==> src/rtl/fifo_sync_flags.sv <==
// Single-clock FIFO with occupancy count, almost-full/almost-empty flags,
// sticky overflow/underflow errors and a registered or fall-through read port.
module fifo_sync_flags #(
    parameter int WIDTH    = 8,
    parameter int DEPTH    = 4,
    parameter int AF_LEVEL = 3,
    parameter int AE_LEVEL = 1,
    parameter bit FWFT     = 1'b0
) (
    input  logic                       clk,
    input  logic                       rst_n,
    input  logic                       push_en,
    input  logic [WIDTH-1:0]           push_data,
    input  logic                       pop_en,
    output logic [WIDTH-1:0]           pop_data,
    output logic                       full,
    output logic                       empty,
    output logic                       almost_full,
    output logic                       almost_empty,
    output logic [$clog2(DEPTH+1)-1:0] count,
    output logic                       overflow,
    output logic                       underflow,
    input  logic                       clear_err
);

    localparam int AW = $clog2(DEPTH);
    localparam int CW = $clog2(DEPTH+1);

    logic [WIDTH-1:0] r_mem [DEPTH];
    logic [AW-1:0]    r_wr_ptr;
    logic [AW-1:0]    r_rd_ptr;
    logic [CW-1:0]    r_count;
    logic             r_overflow;
    logic             r_underflow;

    logic w_full;
    logic w_empty;
    logic w_pop_ok;
    logic w_push_ok;

    assign w_full    = (r_count == CW'(DEPTH));
    assign w_empty   = (r_count == '0);
    assign w_pop_ok  = pop_en && !w_empty;
    // A pop in the same cycle frees the slot a push into a full FIFO needs.
    assign w_push_ok = push_en && (!w_full || w_pop_ok);

    assign full         = w_full;
    assign empty        = w_empty;
    assign almost_full  = (r_count >= CW'(AF_LEVEL));
    assign almost_empty = (r_count <= CW'(AE_LEVEL));
    assign count        = r_count;
    assign overflow     = r_overflow;
    assign underflow    = r_underflow;

    // Storage is left unreset so it can map onto block RAM.
    always_ff @(posedge clk) begin
        if (rst_n && w_push_ok) begin
            r_mem[r_wr_ptr] <= push_data;
        end
    end

    always_ff @(posedge clk) begin
        if (!rst_n) begin
            r_wr_ptr <= '0;
            r_rd_ptr <= '0;
            r_count  <= '0;
        end else begin
            if (w_push_ok) begin
                r_wr_ptr <= r_wr_ptr + AW'(1);
            end
            if (w_pop_ok) begin
                r_rd_ptr <= r_rd_ptr + AW'(1);
            end
            if (w_push_ok && !w_pop_ok) begin
                r_count <= r_count + CW'(1);
            end else if (w_pop_ok && !w_push_ok) begin
                r_count <= r_count - CW'(1);
            end
        end
    end

    always_ff @(posedge clk) begin
        if (!rst_n) begin
            r_overflow  <= 1'b0;
            r_underflow <= 1'b0;
        end else begin
            if (push_en && !w_push_ok) begin
                r_overflow <= 1'b1;
            end else if (clear_err) begin
                r_overflow <= 1'b0;
            end
            if (pop_en && w_empty) begin
                r_underflow <= 1'b1;
            end else if (clear_err) begin
                r_underflow <= 1'b0;
            end
        end
    end

    generate
        if (FWFT) begin : g_fwft
            assign pop_data = r_mem[r_rd_ptr];
        end else begin : g_reg
            logic [WIDTH-1:0] r_pop_data;
            always_ff @(posedge clk) begin
                if (!rst_n) begin
                    r_pop_data <= '0;
                end else if (w_pop_ok) begin
                    r_pop_data <= r_mem[r_rd_ptr];
                end
            end
            assign pop_data = r_pop_data;
        end
    endgenerate

endmodule

==> config.mk <==
export PLATFORM = sky130hd
export DESIGN_NAME = fifo_sync_flags
export DESIGN_NICKNAME = d
export VERILOG_FILES = /design/src/rtl/fifo_sync_flags.sv
export SDC_FILE = /design/constraint.sdc
export NUM_CORES = 1
export LEC_CHECK = 0
export CAP_MARGIN = 0
export CORE_MARGIN = 2
export CORE_UTILIZATION = 55
export CTS_BUF_LIST = sky130_fd_sc_hd__clkbuf_4 sky130_fd_sc_hd__clkbuf_8
export DETAILED_ROUTE_END_ITERATION = 12
export PLACE_DENSITY_LB_ADDON = 0.05
export SLEW_MARGIN = 20
export SYNTH_ARGS = -nofsm -noshare
export SYNTH_HDL_FRONTEND = slang
export SYNTH_SLANG_ARGS = --single-unit
==> constraint.sdc <==
create_clock -name clk -period 2.5 [get_ports clk]
set_input_delay 0.5 -clock clk [delete_from_list [all_inputs] [get_ports clk]]
set_output_delay 0.5 -clock clk [all_outputs]
set_load 0.01 [all_outputs]
==> metrics.yaml, run 1 <==
fillers: 249
grt_usage: 0.203
io_pins: 30
cts.clk_slew.worst_paths_ns: 0.10
final_max_slew_viol_count: 0
final_util: 0.688
grt-ovfl-total: 0
syn_to_final_growth_pct: 21.4
yosysTopAreaCell: "edfxtp_1"
grt_first_pass_wirelength_um: 6140
arrival_ns: 1.91
finalNetCount: 199
clock_sinks: 49
drive_gt1_frac: 0.141
relSlewSlack: 0.599
crit_path_start_kind: "flop"
netlist.area_leader.share: 0.470
cp.required_ns: 2.00
netlist_top_cells_count: "edfxtp_1 (32), dfxtp_1 (17), ha_1 (10), nor2_1 (9)"
ir_worst_vdd_mv: 0.709
crit_fanout: 7
viasPerCell: 5.48
cts_tree: "built"
dp_slack_ns: 0.250
tightest_slew_ns: 0.601
max_freq_ghz: 0.415
die_h_um: 65.0
io_buffer_count: 29
numCtsBuffers: 5
criticalPathCategory: "reg -> out"
grt_start_max_net_pins: 19
hold_viol_final: 0
final_cells: 225
dp.cells: 217
grt_antenna_before_repair: 0
firstDrtPassIters: 4
ys_types: 32
drt-total-wl_um: 3780
cts_max_level: 2
setup_slack_ns: 0.0927
synth_area_leaders: "edfxtp_1 (47%), dfxtp_1 (17%), mux4_2 (6.6%)"
grt_pass1_vias: 1244
period_share: 0.963
synth_edf_count: 32
start_util: 0.567
drt-initial-drc-count: 108
synthArstFlopShare: 0
fp.dieW_um: 65.0
power.density_nw_per_um2: 980
setup_tns_ns: 0
rsz0062_at_grt: "false"
period_minus_slack_ns: 2.41
skew_ns: 0.00937
setup_viol_count_final: 0
slowest_delay_ns: 0.54
postCtsHoldBufs: 0
synth.avg_cell_area_um2: 14.4
wl_per_cell_um: 16.8
crit_chain: "inv_2, ha_2, or2b_4, inv_2, clkdlybuf4s50_1"
syn_area_um2: 2040
ant_nets: 0
vias: 1233
ys.warnings.count: 0
leakage_nw: 0.879
ys_ff_latch: 49
cts.path.max_buffers: 2
clk_latency_ns: 0.31
slowest_stage: "clkdlybuf4s50_1"
end_kind: "output pin"
yosysMostFrequentCell: "edfxtp_1"
dieArea_um2: 4220
synthFlopType: "edfxtp_1"
root_buffer: "clkbuf_8"
drc: 0
min_path_type: "reg -> reg"
maxCapViolCount: 0
synth_cells: 142
row_count: 22
hpwlAfterDp_um: 2900
status: "finished clean"
cp_common_cell: "inv_2"
syn_nets: 165
coreArea_um2: 3610
ys_seq_area_frac: 0.636
gp_congestion: 0.756
antenna_cells: 0
## cell type report
cell class	instances	area (um2)	area share
clock buffers	5	68.8	0.0277
repair buffers	31	305	0.123
multi-input cells	78	674	0.272
clock inverters	3	28.8	0.0116
well taps	48	60.1	0.0242
inverters	11	43.8	0.0176
flip-flops and latches	49	1300	0.524
## sequential cells by signal, indices dropped and copies added (netlist names)
name / count
r_rd_ptr: 2
pop_data: 8
r_wr_ptr: 2
overflow: 1
underflow: 1
r_mem: 32
count: 3
## metal layers
metal  routed length, um  part of all wire  global-route usage
met5                   0                 0                   0
met3                 160             0.042              0.0590
met2                1800              0.48               0.311
met4                  32            0.0085              0.0479
met1                1780              0.47               0.287
## per-stage QoR
stage,hold slack (ns),instance area (um2),power (mW)
after detailed placement,0.452,2380,1.95
after CTS,0.465,2480,2.44
after global placement,0.445,2380,1.92
final,0.461,2480,2.43
after floorplan,0.484,2040,1.59
after global routing,0.481,2480,2.58
## power breakdown
| part | switching (mW) | total, mW | internal [mW] | leakage, nW |
|---|---|---|---|---|
| combinational | 0.390 | 0.869 | 0.479 | 0.398 |
| sequential | 0.106 | 1.07 | 0.962 | 0.430 |
| clock | 0.284 | 0.495 | 0.211 | 0.0511 |
| total | 0.781 | 2.43 | 1.65 | 0.879 |
## kinds of logic (layout without fill, tap and decap cells)
kind of cell	Yosys count	count (layout)	share of synthesized area
mux	9	9	0.0967
compound gates	23	23	0.0734
fa+ha+maj	10	10	0.0612
buf+inv	15	50	0.0349
flops	49	49	0.636
xor+xnor	2	2	0.00857
simple gates	34	34	0.0887
## placed cells by master, fill, tap and decap left out, types with 2 or more instances in the layout
| cell type | n |
|---|---|
| edfxtp_1 | 32 |
| clkdlybuf4s50_1 | 29 |
| dfxtp_1 | 17 |
| nor2_1 | 9 |
| ha_1 | 9 |
| a21oi_1 | 8 |
| nand2_1 | 8 |
| o2bb2ai_1 | 8 |
| mux4_2 | 6 |
| inv_1 | 5 |
| inv_2 | 5 |
| o21ai_0 | 5 |
| clkbuf_8 | 5 |
| and3_1 | 4 |
| nand3_1 | 3 |
| nor2b_1 | 3 |
| mux4_1 | 2 |
| inv_6 | 2 |
| buf_4 | 2 |
## worst max-delay path, delay by kind of cell, from the launching register on
kind,cells,cell delay (ns)
buffers and inverters,3,0.75
DFF,1,0.37
and+or+nand+nor,1,0.27
adders and majority gates,1,0.20
## final timing paths
path	start	end	slack, ns	cells past startpoint
setup / recovery	count[0]	empty	0.09	5
hold reg to reg	pop_data[3]	pop_data[3]	0.46	2
setup reg to reg	count[0]	count[2]	0.50	10
hold / removal	pop_data[3]	pop_data[3]	0.46	2
## what timing repair did
item	in CTS	in global routing
setup buffers	0	0
gates resized for setup	0	3
endpoints found under the setup margin	0	1
(Power assumes the default switching activity.)
==> inputs of run 2 (changes only) <==
--- a/config.mk
+++ b/config.mk
@@ -7,7 +7,7 @@
 export LEC_CHECK = 0
 export CAP_MARGIN = 0
 export CORE_MARGIN = 2
-export CORE_UTILIZATION = 55
+export CORE_UTILIZATION = 60
 export CTS_BUF_LIST = sky130_fd_sc_hd__clkbuf_4 sky130_fd_sc_hd__clkbuf_8
 export DETAILED_ROUTE_END_ITERATION = 12
 export PLACE_DENSITY_LB_ADDON = 0.05
==> constraint.sdc (replaced) <==
create_clock -name clk -period 3.1 [get_ports clk]
set_input_delay 0.62 -clock clk [delete_from_list [all_inputs] [get_ports clk]]
set_output_delay 0.62 -clock clk [all_outputs]
set_load 0.01 [all_outputs]
==> run 2 against run 1 <==
Die area is 7.8% lower. Core utilization rose by 4.8 points. Combinational power shrank 20%. Clock skew shrank 0.0032 ns. Critical path type unchanged.
==> metrics.yaml, run 2 (same netlist as run 1, synthesis figures left out) <==
status: "finished clean"
period_share: 0.872
top_register: "r_mem"
io_pins: 30
dp_slack_ns: 0.660
clock_power_share: 0.171
hpwlAfterDp_um: 2850
syn_to_final_growth_pct: 19.3
setup_tns_ns: 0
crit_start: "count[0]"
final_max_slew_viol_count: 0
ir_worst_vdd_mv: 0.417
crit_chain: "inv_1, ha_1, or2b_4, inv_2, clkdlybuf4s50_1"
max_freq_ghz: 0.370
fp.dieW_um: 62.4
maxCapViolCount: 0
whs_ns: 0.477
clock_sinks: 49
ant_nets: 0
postCtsHoldBufs: 0
clk_latency_ns: 0.37
hold_viol_final: 0
coreArea_um2: 3310
setup_viol_count_final: 0
p_int_mw: 1.25
drt-initial-drc-count: 144
vias: 1240
largest_reg_flops: 32
r2r-start: "count[0]"
tightest_slew_ns: 0.604
end_kind: "output pin"
min_path_type: "reg -> reg"
skew_ns: 0.00612
grt_antenna_before_repair: 0
rr_worst_depth: 11
dieArea_um2: 3890
drive_gt1_frac: 0.119
setup_slack_ns: 0.396
power.density_nw_per_um2: 770
power_mw: 1.88
cts_resized: 0
crit_path_start_kind: "flop"
layout_common_cells: "edfxtp_1 (32), clkdlybuf4s50_1 (29), dfxtp_1 (17), ha_1 (10), nor2_1 (9)"
finalNetCount: 198
crit_path_end: "empty"
die_h_um: 62.4
slowest_delay_ns: 0.55
grt-ovfl-total: 0
antenna_cells: 0
power_frac_comb: 0.369
criticalPathCategory: "reg -> out"
firstDrtPassIters: 4
relSlewSlack: 0.597
numCtsBuffers: 5
rsz0062_at_grt: "false"
arrival_ns: 2.08
grt_first_pass_wirelength_um: 6070
start_util: 0.618
cts_max_level: 2
cts.clk_slew.worst_paths_ns: 0.15
row_count: 21
leakage_nw: 0.862
reg2reg_slack_ns: 0.95
whs_path_depth: 2
grt_usage: 0.210
slowest_stage: "clkdlybuf4s50_1"
swShare: 0.331
grt_start_max_net_pins: 19
cp.required_ns: 2.48
drt-total-wl_um: 3680
pwr-share-seq: 0.460
crit_fanout: 7
gp_congestion: 0.737
drc: 0
cts_tree: "built"
viasPerCell: 5.59
net-switching-power_mw: 0.622
root_buffer: "clkbuf_4"
final_common_cell: "edfxtp_1"
final_util: 0.737
post_cts_buffers: 0
reg2reg_to: "count[2]"
period_minus_slack_ns: 2.70
io_buffer_count: 29
cts.path.max_buffers: 2
wl_per_cell_um: 16.6
grt_pass1_vias: 1260
run 2: cell types whose count changed in the layout (fill, tap and decap cells not counted):
cell / before / now
inv_2: 5 / 3
ha_1: 9 / 10
inv_1: 5 / 7
ha_2: 1 / 0
clkbuf_8: 5 / 0
clkinv_4: 0 / 1
clkbuf_4: 0 / 5
inv_6: 2 / 1
buf_4: 2 / 1
run 2: layer usage:
layer  vias up  global-route usage  wire length (um)
met5         -                   0                 0
met4         0              0.0500                38
met3         4              0.0667               317
met2        50               0.308              1660
met1       595               0.311              1670
li1        591                   -                 -
run 2: area by class of cell:
type	instances	area [um2]
inverters	11	43.8
fillers	233	872
clock inverters	3	28.8
flip-flops and latches	49	1300
repair buffers	30	298
clock buffers	5	37.5
multi-input cells	78	672
well taps	46	57.6
run 2: how the worst min path moves through the flow:
stage | start | slack [ns] | to
final | pop_data[4] | 0.48 | pop_data[4]
after global placement | pop_data[2] | 0.45 | pop_data[2]
after floorplan | r_wr_ptr[0] | 0.48 | r_wr_ptr[0]
after CTS | pop_data[5] | 0.48 | pop_data[5]
after detailed placement | pop_data[5] | 0.46 | pop_data[5]
after global routing | pop_data[4] | 0.50 | pop_data[4]
run 2: power groups by stage:
stage	registers [mW]	logic [mW]	clock network, mW
after floorplan	0.854	0.431	0
after global placement	0.873	0.667	0
after detailed placement	0.880	0.695	0
after CTS	0.866	0.698	0.327
after global routing	0.881	0.760	0.356
final	0.863	0.692	0.321
run 2: worst max-delay path: cells and delay by family (launching register included):
family        cells  cell delay, ns
simple gates      1            0.30
flops             1            0.39
fa+ha+maj         1            0.24
buf+inv           3            0.79
run 2: per-stage QoR:
| stage | cells | area [um2] |
|---|---|---|
| floorplan | 142 | 2040 |
| global placement | 214 | 2370 |
| detailed placement | 214 | 2370 |
| CTS | 222 | 2440 |
| global route | 222 | 2440 |
| finish | 222 | 2440 |
==> inputs of run 3 (changes only) <==
--- a/config.mk
+++ b/config.mk
@@ -7,7 +7,7 @@
 export LEC_CHECK = 0
 export CAP_MARGIN = 0
 export CORE_MARGIN = 2
-export CORE_UTILIZATION = 60
+export CORE_UTILIZATION = 50
 export CTS_BUF_LIST = sky130_fd_sc_hd__clkbuf_4 sky130_fd_sc_hd__clkbuf_8
 export DETAILED_ROUTE_END_ITERATION = 12
 export PLACE_DENSITY_LB_ADDON = 0.05
==> constraint.sdc (replaced) <==
create_clock -name clk -period 2.33 [get_ports clk]
set_input_delay 0.466 -clock clk [delete_from_list [all_inputs] [get_ports clk]]
set_output_delay 0.466 -clock clk [all_outputs]
set_load 0.01 [all_outputs]
==> run 3 against run 2 <==
Power is 38% higher. Worst setup slack worse by 0.29 ns. Combinational power is 34% higher. Non-clock buffer count is 3 higher. Clock power is 64% higher. Largest power group unchanged. Flip-flop and latch count stayed put. First-iteration DRC count is 46% lower. Core utilization is 11 points lower. Global-route usage is 1.4 points lower. Clock-buffer cell count stayed put. Critical path depth is 1 higher. Via count is 1.0% lower.
==> metrics.yaml, run 3 (same netlist as run 1, synthesis figures left out) <==
drt-total-wl_um: 3830
wl_met1_um: 1890
grt_antenna_before_repair: 0
syn_to_final_growth_pct: 22.2
tightest_slew_ns: 0.609
period_minus_slack_ns: 2.22
slowest_stage: "clkdlybuf4s50_1"
grt_pass1_vias: 1177
numCtsBuffers: 5
die_h_um: 67.9
ir_worst_vdd_mv: 0.647
grt_usage: 0.196
maxCapViolCount: 0
fp.dieW_um: 67.9
hold_viol_final: 0
min_path_type: "reg -> reg"
io_pins: 30
grt_start_max_net_pins: 19
power.density_nw_per_um2: 1040
whs_ns: 0.472
clk_latency_ns: 0.31
crit_fanout: 4
pwr-share-seq: 0.439
root_buffer: "clkbuf_8"
wl_met3_um: 237
wl_met2_um: 1640
row_count: 23
arrival_ns: 1.76
firstDrtPassIters: 4
topRoutingLayerUsed: "met4"
crit_chain: "buf_4, ha_1, ha_1, nor2_1, o21ai_0, clkdlybuf4s50_1"
largest_reg_flops: 32
relSlewSlack: 0.593
cp.required_ns: 1.86
criticalPathCategory: "reg -> out"
cts.path.max_buffers: 2
gp_congestion: 0.770
layout_common_cells: "edfxtp_1 (32), clkdlybuf4s50_1 (28), dfxtp_1 (17), nor2_1 (9), ha_1 (9)"
hpwlAfterDp_um: 2920
setup_viol_count_final: 0
net-switching-power_mw: 0.831
leakage_nw: 0.890
cp_common_cell: "ha_1"
dieArea_um2: 4620
rsz0062_at_grt: "false"
power_mw: 2.60
ant_nets: 0
cts_max_level: 2
fillers: 302
drive_gt1_frac: 0.145
grt_first_pass_wirelength_um: 6280
antenna_cells: 0
skew_ns: 0.00741
grt-ovfl-total: 0
crit_path_start_kind: "flop"
final_max_slew_viol_count: 0
cts_tree: "built"
status: "finished clean"
vias: 1227
drt-initial-drc-count: 78
wl_per_cell_um: 16.7
cts.clk_slew.worst_paths_ns: 0.10
slowest_delay_ns: 0.48
end_kind: "output pin"
clock_sinks: 49
setup_tns_ns: 0
viasPerCell: 5.36
final_common_cell: "edfxtp_1"
start_util: 0.515
p_int_mw: 1.77
max_freq_ghz: 0.450
top_register: "r_mem"
coreArea_um2: 3970
swShare: 0.320
clock_power_share: 0.203
period_share: 0.954
finalNetCount: 201
drc: 0
power_frac_comb: 0.358
io_buffer_count: 29
==> run 3: repair_timing <==
action | CTS | global route
resized for setup | 3 | 0
endpoints found under the hold margin | 0 | 0
endpoints found under the setup margin | 1 | 0
hold buffers | 0 | 0
setup buffers | 0 | 0
==> run 3: path summary, 6_finish.rpt <==
path | startpoint | endpoint | slack, ns | cells past startpoint
setup / recovery | count[0] | almost_full | 0.11 | 6
hold / removal | pop_data[6] | pop_data[6] | 0.47 | 2
setup reg to reg | count[1] | count[2] | 0.44 | 9
hold reg to reg | pop_data[6] | pop_data[6] | 0.47 | 2
==> run 3: layout make-up <==
type	instances	area [um2]	share of cell area
timing repair buffer	33	319	0.128
clock buffer	5	68.8	0.0275
inverter	11	43.8	0.0175
multi-input combinational	78	674	0.270
tap	50	62.6	0.0250
sequential	49	1300	0.521
clock inverter	3	28.8	0.0115
==> run 3: power groups by stage <==
stage	combinational, mW	clock (mW)	sequential (mW)
after floorplan	0.573	0	1.14
after global placement	0.926	0	1.15
after detailed placement	0.940	0	1.16
after CTS	0.938	0.542	1.14
after global routing	1.04	0.578	1.16
final	0.929	0.528	1.14
==> run 3: layer usage <==
| metal | global-route usage | up-vias |
|---|---|---|
| li1 | - | 595 |
| met1 | 0.306 | 585 |
| met2 | 0.268 | 40 |
| met3 | 0.0444 | 7 |
| met4 | 0.0675 | 0 |
| met5 | 0 | - |
==> run 3: stage by stage <==
stage / std cells / setup slack (ns) / area (um2) / util
2_1_floorplan: 142 / 0.190 / 2040 / -
3_3_place_gp: 221 / 0.147 / 2400 / 0.604
3_5_place_dp: 221 / 0.123 / 2400 / 0.604
4_1_cts: 229 / 0.0828 / 2500 / 0.629
5_1_grt: 229 / 0.0284 / 2500 / 0.629
6_report: 229 / 0.107 / 2500 / 0.629
==> run 3: worst max-delay path: cells and delay by family, from the launching register on <==
kind            cells  cell delay [ns]
flops               1             0.32
fa+ha+maj           2             0.37
buf+inv             2             0.62
compound gates      1             0.07
simple gates        1             0.07
